==> src/rtl/full_subtractor_unit.sv <==
// Registered ripple-borrow subtractor: {bout, diff} = a - b - bin, one result per accepted cycle.
// Define FULL_SUBTRACTOR_SAT_EN to clamp diff to zero on underflow and expose the sat flag.

module full_subtractor_cell (
   input  logic i_a,
   input  logic i_b,
   input  logic i_br,
   output logic o_d,
   output logic o_br
);

   logic w_axb;

   assign w_axb = i_a ^ i_b;
   assign o_d   = w_axb ^ i_br;
   // Borrow out when b exceeds a outright, or they match and a borrow arrives.
   assign o_br  = (~i_a & i_b) | (~w_axb & i_br);

endmodule

module full_subtractor_unit #(
   parameter int WIDTH = 1
) (
   input  logic             clk,
   input  logic             rst,
   input  logic             in_valid,
   input  logic [WIDTH-1:0] a,
   input  logic [WIDTH-1:0] b,
   input  logic             bin,
   output logic             out_valid,
   output logic [WIDTH-1:0] diff,
   output logic             bout,
   output logic             zero
`ifdef FULL_SUBTRACTOR_SAT_EN
   ,
   output logic             sat
`endif
);

   logic [WIDTH:0]   w_br;
   logic [WIDTH-1:0] w_d;
   logic [WIDTH-1:0] w_diff_next;
   logic             w_zero_next;

   logic             r_valid;
   logic [WIDTH-1:0] r_diff;
   logic             r_bout;
   logic             r_zero;

   assign w_br[0] = bin;

   genvar gi;
   generate
      for (gi = 0; gi < WIDTH; gi++) begin : g_cell
         full_subtractor_cell u_cell (
            .i_a  (a[gi]),
            .i_b  (b[gi]),
            .i_br (w_br[gi]),
            .o_d  (w_d[gi]),
            .o_br (w_br[gi+1])
         );
      end
   endgenerate

`ifdef FULL_SUBTRACTOR_SAT_EN
   logic r_sat;

   // bout keeps the true borrow; only the stored difference is clamped.
   assign w_diff_next = w_br[WIDTH] ? '0 : w_d;
`else
   assign w_diff_next = w_d;
`endif

   assign w_zero_next = (w_diff_next == '0);

   always_ff @(posedge clk) begin
      if (rst) begin
         r_valid <= 1'b0;
         r_diff  <= '0;
         r_bout  <= 1'b0;
         r_zero  <= 1'b0;
      end else begin
         r_valid <= in_valid;
         if (in_valid) begin
            r_diff <= w_diff_next;
            r_bout <= w_br[WIDTH];
            r_zero <= w_zero_next;
         end
      end
   end

`ifdef FULL_SUBTRACTOR_SAT_EN
   always_ff @(posedge clk) begin
      if (rst) begin
         r_sat <= 1'b0;
      end else if (in_valid) begin
         r_sat <= w_br[WIDTH];
      end
   end

   assign sat = r_sat;
`endif

   assign out_valid = r_valid;
   assign diff      = r_diff;
   assign bout      = r_bout;
   assign zero      = r_zero;

endmodule

==> config.mk <==
export PLATFORM = sky130hd
export DESIGN_NAME = full_subtractor_unit
export DESIGN_NICKNAME = d
export VERILOG_FILES = /design/src/rtl/full_subtractor_unit.sv
export SDC_FILE = /design/constraint.sdc
export NUM_CORES = 1
export LEC_CHECK = 0
export BUFFER_PORTS_ARGS = -buffer_cell sky130_fd_sc_hd__buf_2
export CAP_MARGIN = 20
export CELL_PAD_IN_SITES_DETAIL_PLACEMENT = 1
export CELL_PAD_IN_SITES_GLOBAL_PLACEMENT = 2
export CORE_AREA = 5 5 42 44
export CTS_CLUSTER_DIAMETER = 100
export DETAILED_ROUTE_END_ITERATION = 8
export DIE_AREA = 0 0 47 49
export PLACE_DENSITY = 0.57
export SYNTH_ARGS = -nofsm -noshare
export SYNTH_HDL_FRONTEND = slang
export SYNTH_SLANG_ARGS = --single-unit
==> constraint.sdc <==
create_clock -name clk -period 1.62 [get_ports clk]
set_input_delay 0.243 -clock clk [delete_from_list [all_inputs] [get_ports clk]]
set_output_delay 0.243 -clock clk [all_outputs]
set_load 0.01 [all_outputs]
## Yosys cells after proc, flatten, opt, wreduce, memory -nomap -nowiden

Index checks and enable logic that the tools add are counted.

- Register bits after elaboration: 4
- Input port bits: 6
- Output and inout bits: 4
- Logic and storage cells: 12

- Bitwise operators: 8

Operators with widths:

| cell | count |
|---|---|
| 1-bit inverter | 3 |
| 1-bit AND | 2 |
| 1-bit XOR | 2 |
| 1-bit bitwise OR | 1 |

## Depth between registers and ports, before layout

- Depth after elaboration: 4
- Gate-level depth with buffers: 4
- Depth with buffers taken out: 4

## By module

A second synthesis with hierarchy kept.

- Cell total of the unflattened synthesis: 15
- Area total of the unflattened synthesis: 156.4 um2

Modules (own cells, without submodules):

| module | instances | cells an instance | area each (um2) | sequential area each (um2) |
|---|---|---|---|---|
| full_subtractor_unit | 1 | 11 | 125.1 | 80.1 |
| full_subtractor_cell | 1 | 4 | 31.3 | 0.0 |

## Least setup slack after synthesis

Ideal clock, no wire load.

- Path kind: input to register
- Start point: input a
- End point: register r_zero (netlist: zero)
- Library setup time: 0.114 ns
- Arrival: 0.901 ns
- Required time: 1.506 ns
- Path slack: 0.604 ns
- Cell stages on the path: 4
- Cells stage by stage: inv_1 > fa_1 > mux2i_1 > nor2_1

- Longest elaborated chain between the ends: 3

RTL lines:

| element | line | source |
|---|---|---|
| from (decl) | 27 | `input logic [WIDTH-1:0] a,` |
| 1-bit XOR | 14 | `assign w_axb = i_a ^ i_b;` |
| 1-bit XOR | 15 | `assign o_d = w_axb ^ i_br;` |
| 1-bit inverter | 74 | `assign w_zero_next = (w_diff_next == '0);` |
| via w_zero_next | 43 | `logic w_zero_next;` |
| to (signal assigned) | 87 | `r_zero <= w_zero_next;` |
| to (decl) | 48 | `logic r_zero;` |

The timed path passes the listed nets, and every way through them passes these cells.
A chain may end at the register's enable or synchronous reset.

## Worst setup path in the final report

- Start point: register r_bout (netlist: bout)
- End point: output bout

RTL lines:

| element | line | source |
|---|---|---|
| from (decl) | 47 | `logic r_bout;` |
| from (signal assigned) | 86 | `r_bout <= w_br[WIDTH];` |
| to (decl) | 32 | `output logic bout,` |

No word-level cell between the ends.

==> impl_results.md <==
- Final worst path period share: a little under 60%
- Ys Warns: 0
- Post-CTS setup buffers: 0
- Max Slew Vio Count: 0
- Fin Hold WS: around 220 ps
- Worst Skew: 0 ps
- Worst path cell trace: buf_2
- Slew Limit Headroom: roughly 88%
- Delay-heaviest family, CP: flip-flops
- Syn_nets: 24
- TritonCTS clock tree: built
- Dpl cells: 41
- CTS H-tree lvls: 1
- Final Hold Fails: 0
- CP Max Fanout: 2
- Worst Path Arrival: 690 ps
- Setup TNS: 0 ps
- Die footprint: around 0.0023 mm^2
- Initial Util: around 13%
- Number of global-route vias before repair: 170
- Finished Layout Cells: 44
- RSZ-0062 raised after global routing: false
- Worst setup EP type: output port
- Share of cells above drive strength 1: between 40% and 50%
- Root Driver: clkbuf_4
- Total power: 0.2728 mW
- Avg WL per Cell: 9.455 um
- Type of the worst setup path: reg2out
- Synth Cell Area: about 180 um^2
- CP required: 1380 ps
- Slowest cell delay on critical path: 330 ps
- Fin area: 264.0 um^2
- Type of the worst min-delay path: in2reg
- Largest net degree at the start of global routing: 6
- Mux contribution to synthesized area: between 10 and 15%
- Placed inst area: between 200 and 250 um^2
- Crit path max-delay cell type: dfxtp_1
- Util after Layout: around a fifth
- Total number of vias: 148
- CP Buf/Inv Count: 1
- Vias per std cell: roughly 3.4
- Simple-gate share of the synthesized area: under 10%
- Post-synthesis xor/xnor area fraction: 0%
- Setup ws final: just under 700 ps
- Post-DRT Antenna Nets: 0
- Power per cell area: about 1000 mW/mm^2
- Final Setup Violations: 0
- Fin nets: 38
- Maxcap violations: 0
- Clk buf depth: 2
- Initial DRC count: 2
- # clock sinks: 4
- Seq/Total Area, Yosys: ~45%
- Die Span Y: 49 um
- HPWL Detailed: ~370 um
- Syn Area/Cell: 11.03 um^2
- Pre-CTS setup slack: roughly 420 ps
- Outcome: complete, no violations
- Core Footprint: 0.001401 mm^2
- Hold Buf Count CTS: 0
- Period minus WS final: just over 900 ps
- VDD IR max: 190.8 uV
- Leakage power: approximately 0.14 nW
- Synth Area in Compound Gates: between 4 and 5%
- Io pins: 10
- Clock transition at path regs: 30 ps
- GRT Overall Usage: 5.081%
- Area Growth Syn to Fin: 49.65%
- Largest family of logic cells by synthesized area: adder cells
- Cell variety after synth: 7
- Total wire length: ~420 um
- DR pass1 iterations: 2
- Grt ovf: 0
- Yosys reg bits: 4
- Post-Syn Instances: 16
- Clock latency on the worst-skew pair: 230 ps
- Initial antenna violation count: 0
- GP Congestion: 0.7171
- Floorplan row count: 14
- Post-cts sizing count: 0
- Ant. Diodes: 0
- First-pass GRT wire length: a little over 700 um
- Port Buffers: 9
- Adder-cell share of the synthesized area: 22.70%
- Crit path launch type: flop
- Drc violations: 0
- Fmax achieved: about 1.1 GHz
- Total CTS buffers: 3
- Tightest Pin Transition: between 150 and 200 ps
- Die W: around 47 um
-- layer usage --
layer / wire (um) / vias to the layer above / GRT usage, %
li1: - / 73 / -
met1: 150 / 61 / 4.425
met2: 141 / 12 / 4.977
met3: 109 / 2 / 6.642
met4: 14 / 0 / 5.530
met5: 0 / - / 0
-- cell type report --
cell class / count / area (um^2)
Inverter: 3 / 11.26
Timing Repair Buffer: 9 / 45.04
Tap cell: 16 / 20.02
Multi-Input combinational cell: 9 / 85.08
Sequential cell: 4 / 80.08
Fill cell: 174 / 1137
Clock buffer: 3 / 22.52
-- state kept, by name (all words and copies together), names as in the netlist --
name	cells
diff	1
bout	1
out_valid	1
zero	1
-- Yosys cell counts --
master | instances | area share (%)
dfxtp_1 | 4 | 45
inv_1 | 3 | 6.4
nor2_1 | 3 | 6.4
fa_1 | 2 | 23
mux2i_1 | 2 | 11
a211oi_1 | 1 | 4.3
nor2b_1 | 1 | 3.5
-- layout by cell type (no fill, tap or decap) --
cell type	synthesis	routed
nor2_1	3	3
clkbuf_4	0	3
dfxtp_1	4	4
buf_2	0	9
fa_1	2	2
inv_1	3	3
nor2b_1	1	1
a211oi_1	1	1
mux2i_1	2	2
-- path summary, 6_finish.rpt --
kind                                         from                    to  slack (ps)  cells after the start
worst max-delay path            bout$_SDFFE_PP0P_                  bout         690                      1
worst min-delay path                          rst  out_valid$_SDFF_PP0_         220                      2
worst max register to register  bout$_SDFFE_PP0P_     bout$_SDFFE_PP0P_         990                      2
worst min register to register  zero$_SDFFE_PP0P_     zero$_SDFFE_PP0P_         500                      2
-- power breakdown --
part | total [mW] | switching (mW) | internal [mW] | leakage (nW)
Combinational | 0.0412 | 0.0217 | 0.0195 | 0.0907
Clock | 0.121 | 0.0386 | 0.0827 | 0.0138
Sequential | 0.110 | 0.00330 | 0.107 | 0.0332
Total | 0.273 | 0.0636 | 0.209 | 0.138
-- kinds of logic after synthesis --
| kind of cell | after synthesis |
|---|---|
| muxes | 2 |
| buffers and inverters | 3 |
| adders and majority gates | 2 |
| DFF | 4 |
| AOI/OAI and AO/OA | 1 |
| and+or+nand+nor | 4 |
(Power assumes the default switching activity.)
